File: src/rtl/imem_fetch_ctrl_pkg.sv
// ============================================================================
// Module   : imem_fetch_ctrl_pkg
// Purpose  : Shared types and constants for the instruction fetch controller.
//            The word and instruction widths mirror the core-wide WORD and
//            INSTR_LEN definitions (32 bits each).
// Contents : fetch_state_t (BOOT/RUN/HALT, 2-bit), INSTR_BYTES, wrap_addr().
// Revision : 1.0 - initial release
// ============================================================================
`default_nettype none

package imem_fetch_ctrl_pkg;

    localparam int WORD_W      = 32;
    localparam int INSTR_LEN   = 32;
    localparam int INSTR_BYTES = 4;

    typedef enum logic [1:0] {
        ST_BOOT = 2'd0,
        ST_RUN  = 2'd1,
        ST_HALT = 2'd2
    } fetch_state_t;

    // Reduce a byte address modulo a power-of-two memory size.
    function automatic logic [WORD_W-1:0] wrap_addr(
        input logic [WORD_W-1:0] addr,
        input logic [WORD_W-1:0] size
    );
        return addr & (size - 1'b1);
    endfunction

endpackage

`default_nettype wire

File: src/rtl/imem_fetch_ctrl_fetch_hold_reg.sv
// ============================================================================
// Module   : imem_fetch_ctrl_fetch_hold_reg
// Purpose  : One-entry hold (skid) register between the instruction memory
//            read port and the decode handshake. When the word currently
//            arriving from memory is not accepted, it is parked here and
//            presented until decode takes it.
// Ports    : clk, rst_n      - clock, async active-low reset
//            flush           - discard parked word (redirect/halt)
//            in_valid/data/pc- word arriving from memory this cycle
//            out_ready       - decode accepts
//            out_valid/data/pc - word presented to decode
// Revision : 1.0 - initial release
// ============================================================================
`default_nettype none

module imem_fetch_ctrl_fetch_hold_reg
    import imem_fetch_ctrl_pkg::*;
(
    input  logic                 clk,
    input  logic                 rst_n,
    input  logic                 flush,
    input  logic                 in_valid,
    input  logic [INSTR_LEN-1:0] in_data,
    input  logic [WORD_W-1:0]    in_pc,
    input  logic                 out_ready,
    output logic                 out_valid,
    output logic [INSTR_LEN-1:0] out_data,
    output logic [WORD_W-1:0]    out_pc
);

    logic                 hold_valid;
    logic [INSTR_LEN-1:0] hold_data;
    logic [WORD_W-1:0]    hold_pc;

    always_ff @(posedge clk or negedge rst_n) begin
        if (!rst_n) begin
            hold_valid <= 1'b0;
            hold_data  <= '0;
            hold_pc    <= '0;
        end else if (flush) begin
            hold_valid <= 1'b0;
        end else if (hold_valid) begin
            if (out_ready) begin
                hold_valid <= 1'b0;
            end
        end else if (in_valid && !out_ready) begin
            hold_valid <= 1'b1;
            hold_data  <= in_data;
            hold_pc    <= in_pc;
        end
    end

    // While a word is parked, the memory keeps re-reading the stalled PC, so
    // the live input is a duplicate of what comes next and is ignored.
    // Outputs are forced to zero when nothing is valid.
    assign out_valid = hold_valid | in_valid;
    assign out_data  = hold_valid ? hold_data : (in_valid ? in_data : '0);
    assign out_pc    = hold_valid ? hold_pc   : (in_valid ? in_pc   : '0);

endmodule

`default_nettype wire

File: src/rtl/imem_fetch_ctrl.sv
// ============================================================================
// Module   : imem_fetch_ctrl
// Purpose  : Sequencer for the single-port word-addressed instruction memory.
//            BOOT : streams loader words into memory from RESET_PC upward.
//            RUN  : issues sequential fetches, presents instructions to decode
//                   with valid/ready, handles redirect, stall and halt.
//            HALT : fetch frozen; ld_start re-enters BOOT.
// Params   : RESET_PC (byte addr), MEM_BYTES (power of two), BOOT_LOAD.
// Ports    : ld_*        - loader stream (valid/ready, last)
//            mem_*       - memory port (1-cycle registered read latency)
//            instr_*     - decode interface; fetch_ready from decode
//            branch_*    - redirect pulse and target
//            halt_req    - stop fetching; state_o - debug state
// Option   : IMEM_ALIGN_CHECK_EN adds sticky output misalign_err; a branch
//            to a non-word-aligned target halts instead of redirecting.
// Revision : 1.0 - initial release
// ============================================================================
`default_nettype none

module imem_fetch_ctrl
    import imem_fetch_ctrl_pkg::*;
#(
    parameter logic [WORD_W-1:0] RESET_PC  = '0,
    parameter int                MEM_BYTES = 4096,
    parameter bit                BOOT_LOAD = 1'b1
) (
    input  logic                 clk,
    input  logic                 rst_n,
    input  logic                 ld_start,
    input  logic                 ld_valid,
    output logic                 ld_ready,
    input  logic [INSTR_LEN-1:0] ld_data,
    input  logic                 ld_last,
    output logic [WORD_W-1:0]    mem_address,
    output logic                 mem_we,
    output logic [INSTR_LEN-1:0] mem_wdata,
    input  logic [INSTR_LEN-1:0] mem_instruction,
    output logic                 instr_valid,
    input  logic                 fetch_ready,
    output logic [INSTR_LEN-1:0] instr,
    output logic [WORD_W-1:0]    instr_pc,
    input  logic                 branch_taken,
    input  logic [WORD_W-1:0]    branch_target,
    input  logic                 halt_req,
`ifdef IMEM_ALIGN_CHECK_EN
    output logic                 misalign_err,
`endif
    output logic [1:0]           state_o
);

    localparam logic [WORD_W-1:0] MEM_SIZE  = WORD_W'(MEM_BYTES);
    localparam logic [WORD_W-1:0] STEP      = WORD_W'(INSTR_BYTES);
    localparam logic [WORD_W-1:0] LOW_MASK  = ~WORD_W'(3);
    localparam logic [WORD_W-1:0] START_PC  = wrap_addr(RESET_PC, MEM_SIZE);
    localparam fetch_state_t      RST_STATE = BOOT_LOAD ? ST_BOOT : ST_RUN;

    fetch_state_t      state, state_next;
    logic [WORD_W-1:0] pc, pc_next;
    logic [WORD_W-1:0] load_addr, load_addr_next;
    logic              fl_valid, fl_valid_next;   // address issued last cycle
    logic [WORD_W-1:0] fl_pc;                     // ... and its value
    logic              flush;
    logic [WORD_W-1:0] target;
    logic              target_bad;

`ifdef IMEM_ALIGN_CHECK_EN
    assign target     = wrap_addr(branch_target, MEM_SIZE);
    assign target_bad = |branch_target[1:0];
`else
    assign target     = wrap_addr(branch_target, MEM_SIZE) & LOW_MASK;
    assign target_bad = 1'b0;
`endif

    // ------------------------------------------------------------------
    // State registers
    // ------------------------------------------------------------------
    always_ff @(posedge clk or negedge rst_n) begin
        if (!rst_n) begin
            state     <= RST_STATE;
            pc        <= START_PC;
            load_addr <= START_PC;
            fl_valid  <= 1'b0;
            fl_pc     <= '0;
            ld_ready  <= 1'b0;
        end else begin
            state     <= state_next;
            pc        <= pc_next;
            load_addr <= load_addr_next;
            fl_valid  <= fl_valid_next;
            fl_pc     <= pc;
            // Registered so it rises the cycle after reset release / BOOT entry.
            ld_ready  <= (state_next == ST_BOOT);
        end
    end

`ifdef IMEM_ALIGN_CHECK_EN
    always_ff @(posedge clk or negedge rst_n) begin
        if (!rst_n) begin
            misalign_err <= 1'b0;
        end else if (state == ST_RUN && !halt_req && branch_taken && target_bad) begin
            misalign_err <= 1'b1;
        end
    end
`endif

    // ------------------------------------------------------------------
    // Next-state logic. Priority in RUN: halt > branch > stall.
    // ------------------------------------------------------------------
    always_comb begin
        state_next     = state;
        pc_next        = pc;
        load_addr_next = load_addr;
        fl_valid_next  = 1'b0;
        flush          = 1'b0;
        case (state)
            ST_BOOT: begin
                flush = 1'b1;
                if (ld_valid && ld_ready) begin
                    load_addr_next = wrap_addr(load_addr + STEP, MEM_SIZE);
                    // Last word, or wrapped all the way round (memory full).
                    if (ld_last || load_addr_next == START_PC) begin
                        state_next = ST_RUN;
                        pc_next    = START_PC;
                    end
                end
            end
            ST_RUN: begin
                if (halt_req) begin
                    state_next = ST_HALT;
                    flush      = 1'b1;
                end else if (branch_taken && target_bad) begin
                    state_next = ST_HALT;
                    flush      = 1'b1;
                end else if (branch_taken) begin
                    pc_next = target;
                    flush   = 1'b1;
                end else begin
                    // During a stall the PC holds, so memory re-reads the same
                    // word each cycle and nothing is lost behind the hold entry.
                    fl_valid_next = 1'b1;
                    if (!instr_valid || fetch_ready) begin
                        pc_next = wrap_addr(pc + STEP, MEM_SIZE);
                    end
                end
            end
            ST_HALT: begin
                flush = 1'b1;
                if (ld_start) begin
                    state_next     = ST_BOOT;
                    load_addr_next = START_PC;
                end
            end
            default: begin
                state_next = ST_HALT;
                flush      = 1'b1;
            end
        endcase
    end

    // ------------------------------------------------------------------
    // Memory port
    // ------------------------------------------------------------------
    assign mem_address = (state == ST_BOOT) ? load_addr : pc;
    assign mem_we      = (state == ST_BOOT) & ld_valid & ld_ready;
    assign mem_wdata   = ((state == ST_BOOT) && ld_ready) ? ld_data : '0;
    assign state_o     = state;

    // ------------------------------------------------------------------
    // Decode-side hold register
    // ------------------------------------------------------------------
    imem_fetch_ctrl_fetch_hold_reg u_fetch_hold_reg (
        .clk       (clk),
        .rst_n     (rst_n),
        .flush     (flush),
        .in_valid  (fl_valid),
        .in_data   (mem_instruction),
        .in_pc     (fl_pc),
        .out_ready (fetch_ready),
        .out_valid (instr_valid),
        .out_data  (instr),
        .out_pc    (instr_pc)
    );

endmodule

`default_nettype wire

File: config.mk
export PLATFORM = sky130hd
export DESIGN_NAME = imem_fetch_ctrl
export DESIGN_NICKNAME = d
export VERILOG_FILES = /design/src/rtl/imem_fetch_ctrl_pkg.sv /design/src/rtl/imem_fetch_ctrl_fetch_hold_reg.sv /design/src/rtl/imem_fetch_ctrl.sv
export SDC_FILE = /design/constraint.sdc
export NUM_CORES = 1
export LEC_CHECK = 0
export BUFFER_PORTS_ARGS = -buffer_cell sky130_fd_sc_hd__buf_2
export CORE_MARGIN = 1
export CORE_UTILIZATION = 41
export DETAILED_ROUTE_END_ITERATION = 12
export PLACE_DENSITY = 0.75
export SLEW_MARGIN = 20
export SYNTH_ARGS = -nofsm -noshare
export SYNTH_HDL_FRONTEND = slang
export SYNTH_SLANG_ARGS = --single-unit
File: constraint.sdc
create_clock -name clk -period 2.1 [get_ports clk]
set_input_delay 0.21 -clock clk [delete_from_list [all_inputs] [get_ports clk]]
set_output_delay 0.21 -clock clk [all_outputs]
set_load 0.03 [all_outputs]
==> summary.json <==
{
  "run_status": "finished clean",
  "ys_ff_latch": 77,
  "worstHoldPathCells": 3,
  "synth_area_leaders": "dfrtp_1 (44%), mux2_2 (11%), a22o_1 (8.5%)",
  "hold_path_startpoint": "branch_target[10]",
  "timing.hold.worst_endpoint": "pc[10]",
  "cellPowerDensity_nw_per_um2": 1070,
  "final_antenna_net_count": 0,
  "diodes": 0,
  "routed-via-count": 3866,
  "worstReg2RegEnd": "pc[3]",
  "reg2reg_slack_ns": 0.04,
  "postSynthCellCount": 431,
  "ys_seq_area_share_pct": 43.6,
  "synth-edff-count": 0,
  "fin_worst_skew_ns": 0.00743,
  "effective_utilization_at_floorplan_pct": 42.6,
  "max_cap_violations": 0,
  "floorplan.rows": 37,
  "internal-power_uw": 3320,
  "final_nets": 715,
  "power.share.switching_pct": 44.8,
  "grt_antenna_before_repair": 0,
  "detailedRoute.firstIterationViolations": 219,
  "fin_area_sq_um": 5640,
  "tritoncts": "done",
  "routed_wire_length_per_instance_microns": 16.0,
  "cts-buffers-inserted": 9,
  "crit_fanout": 5,
  "slew_headroom_pct": 63.4,
  "finalWirelength_microns": 12000,
  "vias_in_the_first_global_route": 3549,
  "syn_to_final_growth_pct": 27.8,
  "remaining_drc_errors": 0,
  "r2r_cells": 5,
  "fraction_of_final_layout_cells_with_drive_strength_greater_than_1_pct": 44.2,
  "power_frac_comb_pct": 47.1,
  "critical_path.reg2reg.startpoint": "load_addr[6]",
  "detail_route.vias_per_cell": 5.16,
  "worst_setup_hold_path_clk_slew_ns": 0.08,
  "drt_first_pass_iters": 4,
  "total_switching_power_uw": 2690,
  "die_area_sq_um": 11200,
  "global_route_wire_length_before_repair_microns": 18200,
  "report.final.slew_viol_count": 0,
  "syn_area_sq_um": 4420,
  "critical_path_capture_point_type": "register",
  "grt_max_degree": 44,
  "final_common_cell": "buf_2",
  "tritoncts_num_sinks": 77,
  "gr-total-overflow": 0,
  "layout_setup_ws_ns": 0.0391,
  "dp_hpwl_microns": 9050,
  "die_w_microns": 106,
  "finalCritPeriodShare_pct": 98.1,
  "routabilityCongestion": 0.921,
  "yosysWarningCount": 0,
  "ir_worst_vdd_mv": 0.844,
  "cts_max_level": 3,
  "clock_power_share_pct": 20.2,
  "synth.distinct_cells": 46,
  "hold_viol_final": 0,
  "cp_data_required_time_ns": 2.34,
  "port-buffer-count": 170,
  "synth_largest_area_cell": "dfrtp_1",
  "num_io_pins": 237,
  "p_seq_share_pct": 32.6,
  "core_area_sq_um": 10400,
  "overall_fraction_of_global_route_tracks_in_use_pct": 21.1,
  "floorplan.die.height_microns": 106,
  "cellLeakagePower_uw": 0.00300,
  "min-delay-path-class": "in -> reg",
  "cts_root_buffer": "clkbuf_8",
  "postSynthAreaPerCell_sq_um": 10.2,
  "ctsLongestPathBuffers": 2,
  "synth-async-reset-ratio_pct": 100,
  "post_dp_cell_area_sq_um": 5350,
  "clock_latency_ns": 0.35,
  "worstPathArrival_ns": 2.30,
  "setup_viol_count_final": 0,
  "max_clock_freq_ghz": 0.485,
  "worst_setup_path_start_kind": "register",
  "post-place-ws_ns": 0.0563,
  "layout.cells.most_common_list": "buf_2 (168), dfrtp_1 (73), mux2_2 (44), conb_1 (44), a22o_1 (43)",
  "critPathKind": "reg -> reg",
  "netlist.area_leader.share_pct": 43.6,
  "timing_worst_slew_pin_value_ns": 0.549,
  "min_period_ns": 2.06,
  "ys_dominant_reg_cell": "dfrtp_1"
}
==> critical path, stage by stage, from the launching register on <==
cell	delay (ns)
dfrtp_2	0.44
and3_4	0.20
a211o_1	0.32
a2111oi_4	0.39
o21a_1	0.28
mux2_4	0.31
==> Yosys cell counts (2+ instances only) <==
cell type   n
a211o_1     2
a21oi_1     3
a22o_1     43
a2bb2oi_1   2
a31oi_1     6
and2_1     34
and3_1      2
buf_2       4
buf_4      44
buf_6       2
clkbuf_1   24
dfrtp_1    77
ha_1        2
inv_1      10
mux2_2     44
nand2_1    23
nand2b_1    2
nand3_1    14
nand4_1     6
nor2_1     12
nor2b_1     4
nor3_1      5
nor4_1      2
o211ai_1    5
o21ai_0    26
o221ai_1    7
o31a_1      2
o31ai_1     2
o41a_1      2
or2_2       3
xnor2_1     2
==> cells by family (layout without fill, tap and decap cells) <==
group	after synthesis	in the layout	share of synthesized area, %
other cells	1	44	0.0849
mux	46	46	11.8
simple gates	111	111	13.4
flops	77	77	43.6
buf+inv	85	224	11.4
xor+xnor	2	2	0.397
compound gates	107	107	18.7
fa+ha+maj	2	2	0.567
==> through the flow <==
stage | util, % | total power, uW | TNS, ns | instances | hold slack, ns
final | 54.4 | 6020 | 0 | 749 | 0.0918
after global routing | 54.4 | 6330 | -0.0477 | 749 | 0.0933
after CTS | 53.8 | 6000 | 0 | 743 | 0.0822
after detailed placement | 51.6 | 4780 | 0 | 727 | 0.231
after global placement | 51.6 | 4710 | 0 | 727 | 0.229
after floorplan | - | 3870 | 0 | 474 | -0.0856
==> worst max path at each step <==
| stage | startpoint | to | depth (start not counted) |
|---|---|---|---|
| 3_5_place_dp | load_addr[6] | pc[4] | 6 |
| 5_1_grt | load_addr[6] | pc[9] | 6 |
| 4_1_cts | state_o[0] | mem_we | 6 |
| 3_3_place_gp | load_addr[6] | pc[3] | 5 |
| 2_1_floorplan | state_o[0] | pc[3] | 6 |
| 6_report | load_addr[6] | pc[3] | 5 |
==> power by group through the flow <==
| stage | logic, uW | registers, uW | clock network, uW |
|---|---|---|---|
| 2_1_floorplan | 1910 | 1960 | 0 |
| 3_3_place_gp | 2750 | 1970 | 0 |
| 3_5_place_dp | 2790 | 1990 | 0 |
| 4_1_cts | 2800 | 1960 | 1250 |
| 5_1_grt | 3020 | 2000 | 1310 |
| 6_report | 2840 | 1960 | 1220 |
==> cell type report <==
class                      count  area [sq um]
clock buffer                   9           124
clock inverter                 6          88.8
fill                         988          4730
inverter                      10          37.5
multi-input combinational    312          2170
sequential                    77          1930
tap                          136           170
timing repair buffer         199          1120
==> registers in the layout, summed over array words and instances, names as in the netlist <==
name                         cells
u_fetch_hold_reg.hold_valid      1
load_addr                       10
fl_pc                           10
state_o                          2
ld_ready                         1
u_fetch_hold_reg.hold_pc        10
u_fetch_hold_reg.hold_data      32
fl_valid                         1
pc                              10
==> timing repair <==
action,4_1_cts,5_1_grt
buffers inserted,0,6
resized for setup,0,11
hold buffers,1,0
hold endpoints to repair,38,0
endpoints found under the setup margin,0,9
==> layer usage <==
metal  vias up  GRT usage (%)  wire length [microns]
met5         -              0                      0
met4         0           9.72                    329
met1      1824           24.8                   4790
met2       196           37.4                   6070
li1       1829              -                      -
met3        17           3.65                    800
(Power assumes the default switching activity.)
